===== src/rtl/uart_tx_cfg.sv =====
`default_nettype none
// ============================================================================
// Module      : uart_tx_cfg
// Description : UART transmitter with a small TX FIFO. The bit period, parity
//               mode and stop-bit count are chosen at run time. Frames go out
//               back-to-back while the FIFO holds data.
// Ports       : i_clk     - clock
//               i_rst     - synchronous active-high reset
//               i_valid   - push request (data on i_data)
//               i_data    - word to transmit, sent LSB first
//               o_ready   - FIFO can accept a word this cycle
//               i_div     - clocks per bit (values below 2 act as 2)
//               i_parity  - 00/11 none, 01 odd, 10 even
//               i_stop2   - 1 selects two stop bits
//               o_tx      - serial line, registered, idle high
//               o_busy    - frame in progress or FIFO non-empty
//               o_level   - FIFO occupancy (word in flight not counted)
// Revision    : 1.0 - initial release
// ============================================================================
module uart_tx_cfg #(
    parameter int DATA_BITS  = 8,
    parameter int FIFO_DEPTH = 4,
    parameter int DIV_W      = 16,
    parameter int CYCLES_BIT = 217
) (
    input  logic                          i_clk,
    input  logic                          i_rst,
    input  logic                          i_valid,
    input  logic [DATA_BITS-1:0]          i_data,
    output logic                          o_ready,
    input  logic [DIV_W-1:0]              i_div,
    input  logic [1:0]                    i_parity,
    input  logic                          i_stop2,
    output logic                          o_tx,
    output logic                          o_busy,
    output logic [$clog2(FIFO_DEPTH):0]   o_level
);

    localparam int AW = $clog2(FIFO_DEPTH);
    localparam int LW = AW + 1;
    localparam int BW = $clog2(DATA_BITS);

    // Elaboration-time guard on the parameter ranges the design supports.
    generate
        if (DATA_BITS < 5 || DATA_BITS > 9 || FIFO_DEPTH < 2 ||
            (FIFO_DEPTH & (FIFO_DEPTH - 1)) != 0 || CYCLES_BIT < 2) begin : g_bad_param
            $error("uart_tx_cfg: unsupported parameter value");
        end
    endgenerate

    typedef enum logic [2:0] {
        S_IDLE   = 3'd0,
        S_START  = 3'd1,
        S_DATA   = 3'd2,
        S_PARITY = 3'd3,
        S_STOP   = 3'd4
    } state_t;

    // ------------------------------------------------------------------------
    // FIFO storage and pointers
    // ------------------------------------------------------------------------
    logic [DATA_BITS-1:0] mem_q [FIFO_DEPTH];
    logic [AW-1:0]        wr_ptr_q;
    logic [AW-1:0]        rd_ptr_q;
    logic [LW-1:0]        level_q;

    logic                 w_ready;
    logic                 w_push;
    logic                 w_pop;
    logic                 w_nempty;
    logic [DATA_BITS-1:0] w_head;

    // Ready depends only on the registered level, so a pop in the same
    // cycle never opens a slot early and there is no path from i_valid.
    assign w_ready  = (level_q != LW'(FIFO_DEPTH));
    assign w_push   = i_valid & w_ready;
    assign w_nempty = (level_q != '0);
    assign w_head   = mem_q[rd_ptr_q];

    always_ff @(posedge i_clk) begin
        if (w_push) begin
            mem_q[wr_ptr_q] <= i_data;
        end
    end

    always_ff @(posedge i_clk) begin
        if (i_rst) begin
            wr_ptr_q <= '0;
            rd_ptr_q <= '0;
            level_q  <= '0;
        end else begin
            if (w_push) begin
                wr_ptr_q <= wr_ptr_q + 1'b1;
            end
            if (w_pop) begin
                rd_ptr_q <= rd_ptr_q + 1'b1;
            end
            case ({w_push, w_pop})
                2'b10:   level_q <= level_q + 1'b1;
                2'b01:   level_q <= level_q - 1'b1;
                default: level_q <= level_q;
            endcase
        end
    end

    // ------------------------------------------------------------------------
    // Transmit FSM
    // ------------------------------------------------------------------------
    state_t               state_q,    state_d;
    logic [DIV_W-1:0]     cnt_q,      cnt_d;
    logic [BW-1:0]        bit_q,      bit_d;
    logic [DATA_BITS-1:0] shift_q,    shift_d;
    logic [DIV_W-1:0]     div_q,      div_d;
    logic                 par_en_q,   par_en_d;
    logic                 par_bit_q,  par_bit_d;
    logic                 stop2_q,    stop2_d;
    logic                 stop_2nd_q, stop_2nd_d;
    logic                 tx_q,       tx_d;

    logic                 w_bit_end;
    logic [DIV_W-1:0]     w_cnt_next;
    logic [DIV_W-1:0]     w_div_clamp;

    // Counter runs 0..div-1; with div >= 2 the terminal value never wraps.
    assign w_bit_end   = (cnt_q == div_q - 1'b1);
    assign w_cnt_next  = w_bit_end ? '0 : cnt_q + 1'b1;
    assign w_div_clamp = (i_div < DIV_W'(2)) ? DIV_W'(2) : i_div;

    always_comb begin
        state_d    = state_q;
        cnt_d      = cnt_q;
        bit_d      = bit_q;
        shift_d    = shift_q;
        div_d      = div_q;
        par_en_d   = par_en_q;
        par_bit_d  = par_bit_q;
        stop2_d    = stop2_q;
        stop_2nd_d = stop_2nd_q;
        tx_d       = tx_q;
        w_pop      = 1'b0;

        case (state_q)
            S_IDLE: begin
                tx_d = 1'b1;
                if (w_nempty) begin
                    w_pop = 1'b1;
                end
            end
            S_START: begin
                cnt_d = w_cnt_next;
                if (w_bit_end) begin
                    state_d = S_DATA;
                    bit_d   = '0;
                    tx_d    = shift_q[0];
                end
            end
            S_DATA: begin
                cnt_d = w_cnt_next;
                if (w_bit_end) begin
                    if (bit_q == BW'(DATA_BITS - 1)) begin
                        if (par_en_q) begin
                            state_d = S_PARITY;
                            tx_d    = par_bit_q;
                        end else begin
                            state_d    = S_STOP;
                            stop_2nd_d = 1'b0;
                            tx_d       = 1'b1;
                        end
                    end else begin
                        shift_d = shift_q >> 1;
                        bit_d   = bit_q + 1'b1;
                        tx_d    = shift_q[1];
                    end
                end
            end
            S_PARITY: begin
                cnt_d = w_cnt_next;
                if (w_bit_end) begin
                    state_d    = S_STOP;
                    stop_2nd_d = 1'b0;
                    tx_d       = 1'b1;
                end
            end
            S_STOP: begin
                cnt_d = w_cnt_next;
                if (w_bit_end) begin
                    if (stop2_q && !stop_2nd_q) begin
                        stop_2nd_d = 1'b1;
                    end else if (w_nempty) begin
                        w_pop = 1'b1;
                    end else begin
                        state_d = S_IDLE;
                        tx_d    = 1'b1;
                    end
                end
            end
            default: begin
                state_d = S_IDLE;
                tx_d    = 1'b1;
            end
        endcase

        // A pop loads the next word and snapshots the line configuration,
        // so config changes mid-frame only affect later frames.
        if (w_pop) begin
            state_d    = S_START;
            cnt_d      = '0;
            shift_d    = w_head;
            div_d      = w_div_clamp;
            par_en_d   = ^i_parity;
            // Even parity is the XOR of the data; odd (01) inverts it.
            par_bit_d  = (^w_head) ^ i_parity[0];
            stop2_d    = i_stop2;
            stop_2nd_d = 1'b0;
            tx_d       = 1'b0;
        end
    end

    always_ff @(posedge i_clk) begin
        if (i_rst) begin
            state_q    <= S_IDLE;
            cnt_q      <= '0;
            bit_q      <= '0;
            shift_q    <= '0;
            div_q      <= DIV_W'(2);
            par_en_q   <= 1'b0;
            par_bit_q  <= 1'b0;
            stop2_q    <= 1'b0;
            stop_2nd_q <= 1'b0;
            tx_q       <= 1'b1;
        end else begin
            state_q    <= state_d;
            cnt_q      <= cnt_d;
            bit_q      <= bit_d;
            shift_q    <= shift_d;
            div_q      <= div_d;
            par_en_q   <= par_en_d;
            par_bit_q  <= par_bit_d;
            stop2_q    <= stop2_d;
            stop_2nd_q <= stop_2nd_d;
            tx_q       <= tx_d;
        end
    end

    assign o_tx    = tx_q;
    assign o_ready = w_ready;
    assign o_busy  = (state_q != S_IDLE) || w_nempty;
    assign o_level = level_q;

endmodule
`default_nettype wire


===== config.mk =====
export PLATFORM = sky130hd
export DESIGN_NAME = uart_tx_cfg
export DESIGN_NICKNAME = d
export VERILOG_FILES = /design/src/rtl/uart_tx_cfg.sv
export SDC_FILE = /design/constraint.sdc
export NUM_CORES = 1
export LEC_CHECK = 0
export ABC_AREA = 1
export CORE_UTILIZATION = 60
export DETAILED_ROUTE_END_ITERATION = 10
export PLACE_DENSITY = 0.79
export SYNTH_ARGS = -nofsm -noshare
export SYNTH_HDL_FRONTEND = slang
export SYNTH_SLANG_ARGS = --single-unit

===== constraint.sdc =====
create_clock -name i_clk -period 6.3 [get_ports i_clk]
set_clock_uncertainty 0.1 [all_clocks]
set_input_delay 1.575 -clock i_clk [delete_from_list [all_inputs] [get_ports i_clk]]
set_output_delay 1.575 -clock i_clk [all_outputs]
set_load 0.03 [all_outputs]

# Word level (Yosys, flattened, before mapping)
# Memory sizes are Yosys's and may differ from the RTL's. A register that Yosys moved wholly into a read port is not among the register bits.
# Cells that the tools add are included.
[totals] ff_bits=58 inputBits=30 n_memories=1 mem_bits_rw=32
[memory_table] name="mem_q" depth=4 word_bits=8 rd=1 rd_clocked_by_memory_dff=1 write_ports=1 line="62" source="logic [DATA_BITS-1:0] mem_q [FIFO_DEPTH];"
[classes] reduce_logical=21 n_bitwise=3 n_eq_ne=28 magnitude_cmp=1 addsub=7 mux=46
[ops] op="$mux 3" n=11
[ops] op="$mux 16" n=2
[ops] op="$mux 8" n=4
[ops] op="$ne 2x2->1 const B" n=12
[ops] op="$ne 3x3->1 const B" n=8
[ops] op="$mux 1" n=21
[ops] op="$add 16x1->16 const B" n=1
[ops] op="$eq 16x16->1" n=1
[ops] op="$lt 16x2->1 const B" n=1
[ops] op="$reduce_and 8->1" n=2
[ops] op="$sub 16x1->16 const B" n=1
[ops] op="$pmux 3 s5" n=1
[ops] op="$pmux 3 s2" n=2
[ops] op="$reduce_bool 3->1" n=3
[ops] op="$reduce_bool 2->1" n=4
[ops] op="$reduce_xor 8->1" n=1
[ops] op="$reduce_and 7->1" n=1
[ops] op="$add 3x1->3 const B" n=2
[ops] op="$eq 3x2->1 const B" n=2
[ops] op="$eq 3x3->1 const B" n=2
[ops] op="$reduce_and 6->1" n=1
[ops] op="$add 2x1->2 const B" n=2
[ops] op="$mux 2" n=2
[ops] op="$pmux 1 s4" n=1
[ops] op="18 further kinds" n=18

# Longest topological paths before layout
# Gate-level depths: netlist of run 1.
[depth] depth_word=7 mapped_depth=22 mapped_depth_nobuf=21

# Worst setup path after synthesis of run 1
# OpenSTA, ideal clock, no wires.
[synth_path] kind="register to register" start="register div_q[0]" end="register level_q[2] (netlist: o_level[2])" stages_incl_launch_ff=20 arrival_time_ns=2.782 synth_period_minus_slack_ns=3.004 setup_slack_ns=3.296 path_cell_list="dfxtp_1 -> inv_2 -> ha_1 -> inv_1 -> nand2_1 -> nand2_1 -> xor2_1 -> and3_1 -> nand3_2 -> nor2_4 -> nand3_4 -> nand2_8 -> buf_4 -> ha_1 -> inv_1 -> fa_1 -> a21oi_1 -> o21ai_0 -> o21ai_0 -> a21oi_1"
[synth_via] elab_chain_cells=6 elab_cells_between_ends=8 cone_classes="add/sub: 1; eq/ne: 3; mux: 3; reduce/logical: 1"
[synth_lines] item="start, declared" line="113" source="logic [DIV_W-1:0] div_q, div_d;"
[synth_lines] item="start signal, assigned" line="236" source="div_q <= div_d;"
[synth_lines] item="$sub 16x1->16 *" line="125" source="assign w_bit_end = (cnt_q == div_q - 1'b1);"
[synth_lines] item="$eq 16x16->1 *" line="125"
[synth_lines] item="$mux 1 *" line="186" source="if (w_bit_end) begin"
[synth_lines] item="$pmux 1 s2 *" line="142" source="case (state_q)"
[synth_lines] item="via w_pop" line="69" source="logic w_pop;"
[synth_lines] item="$eq 2x1->1 / $eq 2x2->1 (equally long branches)" line="98" source="case ({w_push, w_pop})"
[synth_lines] item="$pmux 3 s2 / $reduce_bool 2->1 (equally long branches)"
[synth_lines] item="end signal, assigned" line="99" source="2'b10: level_q <= level_q + 1'b1;"
[synth_lines] item="end signal, assigned" line="100" source="2'b01: level_q <= level_q - 1'b1;"
[synth_lines] item="end signal, assigned" line="101" source="default: level_q <= level_q;"
[synth_lines] item="end, declared" line="65" source="logic [LW-1:0] level_q;"
# Mark *: on every way through the listed nets, which the timed path passes. The rest lies on a longest branch.
# A chain may end at the register's enable or synchronous reset.

# Final worst setup path of run 1
[layout_path] start="register level_q[2] (netlist: o_level[2])" end="output port o_busy"
[layout_via] elab_chain_cells=2
[layout_lines] item="$reduce_bool 3->1" line="77" source="assign w_nempty = (level_q != '0);"
[layout_lines] item="$logic_or 1x1->1" line="247" source="assign o_busy = (state_q != S_IDLE) || w_nempty;"
[layout_lines] item="end, declared" line="35" source="output logic o_busy,"
# Every way passes these cells.

==> summary.md, run 1 <==
| Metric | Value |
|---|---|
| RSZ-0062 raised after global routing | `no` |
| Sequential share of the synthesized area | `41.3%` |
| Most used routing layer | `met2` |
| Routed wire length per instance | `14.1 µm` |
| Asr flop ratio synth | `0%` |
| Nets | `767` |
| CP required | `4620 ps` |
| CTS Hold Bufs | `0` |
| Number of distinct library cells after synthesis | `42` |
| Cts repair resizes | `0` |
| Initial Util | `62.7%` |
| GRT overflow | `0` |
| Seq. cell area | `2160 µm²` |
| Gr usage total | `27.7%` |
| Worst Path Buf+Inv | `1` |
| Post-Syn Nets | `731` |
| Bufs on Longest Clock Path | `2` |
| Endpoints failing setup | `0` |
| Post-layout min period | `3760 ps` |
| Die area | `9090 µm²` |
| Worst Path Arrival | `2080 ps` |
| Std-Cell Core Area | `8340 µm²` |
| Number of port buffers | `35` |
| Vias per cell | `5.39` |
| RD Place Congestion | `0.935` |
| Most common cell after layout, fill and taps aside | `nand2_1` |
| Syn-to-layout area delta | `11.8%` |
| Setup TNS | `0 ps` |
| Sequential power share | `32.3%` |
| DRT antenna net count | `0` |
| DRC errors left | `0` |
| Synth Warn # | `0` |
| Routed wire length | `11800 µm` |
| Htree depth | `3` |
| DR vias | `4513` |
| Core Rows | `33` |
| Hold WS | `370 ps` |
| Peak supply drop | `0.000229 V` |
| Final worst-path cycle share | `59.6%` |
| Clock transition at path regs | `110 ps` |
| Commonest cells after routing, fill and taps aside | `nand2_1 (175), inv_1 (86), nor2_1 (73)` |
| Leakage | `2.49 nW` |
| Worst setup EP type | `output port` |
| Leading post-synthesis cells by cell area | `dfxtp_1 (23%), edfxtp_1 (18%), nand2_1 (13%), inv_1 (6.2%), nand3_1 (5.3%)` |
| DRT Pass-1 Iters | `5` |
| Worst skew pair latency | `380 ps` |
| CP Class | `flip-flop to output port` |
| Clock Power Share | `16.3%` |
| Fin util | `70.1%` |
| Clock root cell | `clkbuf_8` |
| Die width | `95.4 µm` |
| CP delay by family, top | `simple AND/OR/NAND/NOR gates` |
| Worst slew pin tran | `777 ps` |
| Top-area cell type share of the netlist area | `23.0%` |
| Sw Share | `48.3%` |
| Comb pwr share | `51.4%` |
| Initial antenna violation count | `0` |
| GR Util met2 | `48.6%` |
| Rel. slew slack | `48.0%` |
| Multi-input gate area | `2660 µm²` |
| Final hold violations | `0` |
| Post-DP HPWL | `8870 µm` |
| CTS tree | `done` |
| Avg Cell Area, Syn | `7.57 µm²` |
| Layout cells sized above 1 | `11.2%` |
| Largest net degree at the start of global routing | `21` |
| Post-synth top flop | `dfxtp_1` |
| M3 GR Usage | `5.10%` |
| Vias in the first global route | `4279` |
| CTS sink cnt | `92` |
| Post-synthesis register bit count | `92` |
| Net Sw Power | `1.24 mW` |
| Number of CTS-inserted buffers | `9` |
| Number of enable flip-flop cells after synthesis | `32` |
| Min-Delay Path Class | `flip-flop to flip-flop` |
| Pwr dens | `440 nW/µm²` |
| Mapped Area | `5230 µm²` |
| Antenna cells | `0` |
| CP max stage delay | `620 ps` |
| Crit Path Max Fanout | `6` |
| Max-slew violation count | `0` |
| Post-Syn Instances | `691` |
| Fill cells | `700` |
| IO Pins | `36` |
| Leading area contributor after synthesis | `dfxtp_1` |
| DP Area | `5650 µm²` |
| Fin area | `5850 µm²` |
| First-pass GRT wire length | `19300 µm` |
| Post-CTS Setup Inserts | `0` |
| DIE HEIGHT | `95.4 µm` |
| Slowest CP cell | `clkdlybuf4s50_1` |
| DRT iter0 DRCs | `231` |
| Kind of start point of the critical path | `flip-flop` |
| P_int | `1.33 mW` |
| Met1 global-route usage | `33.6%` |
| Status | `completed` |
| Max Cap Violations | `0` |
| FMAX | `266 MHz` |
| CP cell instances | `nor3_1 -> nand2_1 -> clkdlybuf4s50_1` |
## final timing paths
path               from         end  slack (ps)  cells after the start
min          shift_q[5]  shift_q[5]         370                      2
max reg2reg    div_q[0]  o_level[2]        2970                     20
min reg2reg  shift_q[5]  shift_q[5]         370                      2
max          o_level[2]      o_busy        2540                      3
## worst reg2reg max path: cells and delay by family, from the launching register on
kind / cells / cell delay [ps]
AOI/OAI and AO/OA: 4 / 460
DFF: 1 / 390
buffers and inverters: 2 / 140
adders and majority gates: 3 / 790
and+or+nand+nor: 11 / 1320
## cells by family (layout without fill, tap and decap cells)
logic type,after synthesis,count (layout),share of synthesized area [%]
fa+ha+maj,10,10,2.54
flops,92,92,41.3
compound gates,86,86,9.36
buf+inv,100,141,7.75
xor+xnor,21,21,3.52
simple gates,382,382,35.5
## metal layers
layer,share of wire (%),up-vias,wire (µm)
met5,0,-,0
met4,2.4,0,289
met3,4.1,22,483
met2,50,101,5970
met1,43,2078,5100
li1,-,2312,-
## state kept, by name, summed over array words and instances, names as in the netlist, 2 cells and up, named ones only
register	cells
mem_q	32
cnt_q	16
div_q	16
shift_q	8
bit_q	3
o_level	3
state_q	3
rd_ptr_q	2
wr_ptr_q	2
## cell usage after synthesis, types with 6 or more instances
library cell,number
nor3_2,7
a21oi_1,36
xor2_1,11
xnor2_1,10
nand2_2,19
nand2_1,175
dfxtp_1,60
ha_1,9
o21ai_0,33
inv_1,86
nor2_2,11
edfxtp_1,32
nand3_1,55
nand4_1,8
nor3_1,7
nor2_1,73
clkbuf_1,6
## stage by stage
step                power (mW)  instances  setup WS [ps]
CTS                       2.57        837           2550
detailed placement        2.15        821           2680
floorplan                 1.86        691           3300
global placement          2.10        821           2800
global route              2.77        837           2470
finish                    2.57        837           2540
## power groups by stage
stage | Clock (mW) | Sequential [mW] | Combinational (mW)
final | 0.420 | 0.830 | 1.32
after global routing | 0.442 | 0.845 | 1.48
after CTS | 0.424 | 0.829 | 1.31
after detailed placement | 0 | 0.842 | 1.30
after global placement | 0 | 0.837 | 1.26
after floorplan | 0 | 0.819 | 1.04
## area by class of cell
| class | count | share of cell area [%] |
|---|---|---|
| sequential | 92 | 37.0 |
| clock buffer | 9 | 2.12 |
| inverter | 90 | 5.82 |
| timing repair buffer | 35 | 5.99 |
| multi-input combinational | 499 | 45.5 |
| tap | 105 | 2.25 |
| clock inverter | 7 | 1.35 |
Note: power is estimated with default switching activity, not from simulation.
==> run 2, diff against run 1 <==
--- a/config.mk
+++ b/config.mk
@@ -6,9 +6,9 @@
 export NUM_CORES = 1
 export LEC_CHECK = 0
 export ABC_AREA = 1
-export CORE_UTILIZATION = 60
+export CORE_UTILIZATION = 59
 export DETAILED_ROUTE_END_ITERATION = 10
-export PLACE_DENSITY = 0.79
+export PLACE_DENSITY = 0.78
 export SYNTH_ARGS = -nofsm -noshare
 export SYNTH_HDL_FRONTEND = slang
 export SYNTH_SLANG_ARGS = --single-unit
==> constraint.sdc (replaced) <==
create_clock -name i_clk -period 3.7 [get_ports i_clk]
set_clock_uncertainty 0.1 [all_clocks]
set_input_delay 0.925 -clock i_clk [delete_from_list [all_inputs] [get_ports i_clk]]
set_output_delay 0.925 -clock i_clk [all_outputs]
set_load 0.03 [all_outputs]
==> run 2 against run 1 <==
  * Die area is 1.7% higher
  * Design area is 0.17% higher
  * Total power is 69% higher
  * Cell count is 0.24% higher
  * Global-route usage is 0.51 points lower
  * Sequential power is 70% higher
  * Via count is 1.2% higher
  * Largest cell class unchanged
==> summary.md, run 2 (synthesis results as in run 1) <==
| Metric | Value |
|---|---|
| Status | `completed` |
| Hold WS | `371 ps (+0.330 ps)` |
| First-pass GRT wire length | `19100 µm (-0.64%)` |
| Die width | `96.1 µm (+0.83%)` |
| Core Rows | `33 (unchanged)` |
| Slowest CP cell | `dfxtp_1` |
| Syn-to-layout area delta | `12.0%` |
| Nets | `769 (+0.26%)` |
| FMAX | `306 MHz` |
| Post-CTS Setup Inserts | `0 (unchanged)` |
| Routed wire length | `11700 µm (-1.1%)` |
| Leakage | `2.50 nW (+0.26%)` |
| DR vias | `4569 (+1.2%)` |
| Routed wire length per instance | `14.0 µm (-1.3%)` |
| Pwr dens | `742 nW/µm² (+69%)` |
| CP max stage delay | `380 ps (-240 ps)` |
| Number of CTS-inserted buffers | `9 (unchanged)` |
| Final hold violations | `0 (unchanged)` |
| DRC errors left | `0 (unchanged)` |
| Clock Power Share | `15.7% (-0.6 points)` |
| CP cell instances | `inv_2 -> ha_1 -> inv_1 -> nand2_1 -> nand2_1 -> xor2_1 -> and3_1 -> nand3_2 -> nor2_4 -> nand3_4 -> nand2_8 -> ha_1 -> inv_1 -> fa_1 -> a21oi_1 -> o21ai_0 -> o21ai_0 -> a21oi_1` |
| CTS Hold Bufs | `0 (unchanged)` |
| Peak supply drop | `0.000397 V (+73%)` |
| Largest net degree at the start of global routing | `20 (-4.8%)` |
| Worst setup EP type | `flip-flop` |
| Total Power | `4.35 mW (+69%)` |
| Max Cap Violations | `0 (unchanged)` |
| Layout cells sized above 1 | `11.4% (+0.24 points)` |
| Clock root cell | `clkbuf_8` |
| Crit Path Max Fanout | `18 (+12)` |
| CP Class | `flip-flop to flip-flop` |
| Final worst-path cycle share | `88.2%` |
| Pre-CTS setup slack | `490 ps (-2190 ps)` |
| Post-layout min period | `3260 ps` |
| Sw Share | `48.0% (-0.29 points)` |
| Net Sw Power | `2.09 mW (+68%)` |
| Top Registers | `mem_q: 32 flops, cnt_q: 16 flops, div_q: 16 flops` |
| Std-Cell Core Area | `8380 µm² (+0.50%)` |
| Max-slew violation count | `0 (unchanged)` |
| DRT Pass-1 Iters | `5 (unchanged)` |
| Worst skew pair latency | `380 ps (about the same)` |
| Min-Delay Path Class | `flip-flop to flip-flop` |
| Final worst slack | `436 ps (-2110 ps)` |
| Worst slew pin tran | `868 ps (+91.5 ps)` |
| Initial Util | `62.4% (-0.31 points)` |
| RD Place Congestion | `0.911 (-2.6%)` |
| Kind of start point of the critical path | `flip-flop` |
| Worst Path Buf+Inv | `3 (+2)` |
| Top reg by flops | `mem_q` |
| CP required | `3860 ps (-760 ps)` |
| RSZ-0062 raised after global routing | `no` |
| Max reg flops | `32 (unchanged)` |
| Endpoints failing setup | `0 (unchanged)` |
| Rel. slew slack | `41.9% (-6.1 points)` |
| Die area | `9240 µm² (+1.7%)` |
| Antenna cells | `0 (unchanged)` |
| Number of port buffers | `35 (unchanged)` |
| DRT iter0 DRCs | `169 (-27%)` |
| Worst Path Arrival | `3430 ps (+1350 ps)` |
| Bufs on Longest Clock Path | `2 (unchanged)` |
| Post-DP HPWL | `8800 µm (-0.80%)` |
| Sequential power share | `32.5% (+0.2 points)` |
| Cts repair resizes | `0 (unchanged)` |
| IO Pins | `36 (unchanged)` |
| Vias per cell | `5.45 (+1.0%)` |
| Vias in the first global route | `4282 (+0.070%)` |
| Gr usage total | `27.2% (-0.51 points)` |
| Fill cells | `688 (-1.7%)` |
| Htree depth | `3 (unchanged)` |
| GRT overflow | `0 (unchanged)` |
| P_int | `2.26 mW (+70%)` |
| DRT antenna net count | `0 (unchanged)` |
| Commonest cells after routing, fill and taps aside | `nand2_1 (175), inv_1 (86), nor2_1 (73)` |
| CTS sink cnt | `92 (unchanged)` |
| CTS tree | `done` |
| Setup TNS | `0 ps (unchanged)` |
| DIE HEIGHT | `96.1 µm (+0.83%)` |
| CP delay by family, top | `simple AND/OR/NAND/NOR gates` |
| Most common cell after layout, fill and taps aside | `nand2_1` |
| Initial antenna violation count | `0 (unchanged)` |
| Comb pwr share | `51.8% (+0.4 points)` |
| Clock transition at path regs | `100 ps (about the same)` |
[run 2: per-layer routing]
metal  wire length [µm]  GRT usage [%]  up-vias
met5                  0              0        -
met4                240           8.96        0
met3                585           4.82       25
met2               5770           47.9      122
met1               5120           33.5     2100
li1                   -              -     2322
[run 2: final timing paths]
check | startpoint | to | cells past startpoint | slack [ps]
hold / removal | div_q[15] | div_q[15] | 2 | 370
hold reg to reg | div_q[15] | div_q[15] | 2 | 370
setup / recovery | div_q[0] | o_level[2] | 18 | 440
setup reg to reg | div_q[0] | o_level[2] | 18 | 440
[run 2: cell type report]
type / count / area [µm²] / area share [%]
Multi-Input combinational cell: 499 / 2660 / 45.4
Clock buffer: 9 / 124 / 2.11
Sequential cell: 92 / 2160 / 36.9
Timing Repair Buffer: 37 / 365 / 6.24
Clock inverter: 7 / 73.8 / 1.26
Inverter: 90 / 340 / 5.81
Tap cell: 105 / 131 / 2.24
[run 2: per-stage QoR]
step | std cells | utilization (%) | instance area, µm²
floorplan | 691 | - | 5230
global placement | 823 | 67.5 | 5660
detailed placement | 823 | 67.5 | 5660
CTS | 839 | 69.9 | 5860
global route | 839 | 69.9 | 5860
finish | 839 | 69.9 | 5860
[run 2: tightest hold or removal path, stage by stage (launching register included)]
cell     delay [ps]
dfxtp_1         330
nand2_1          60
nand2_1          40
[run 2: power by group through the flow]
stage	registers [mW]	clock network, mW	logic [mW]
after floorplan	1.39	0	1.77
after detailed placement	1.43	0	2.21
after global routing	1.44	0.726	2.53
final	1.41	0.683	2.25
after global placement	1.43	0	2.16
after CTS	1.41	0.696	2.24
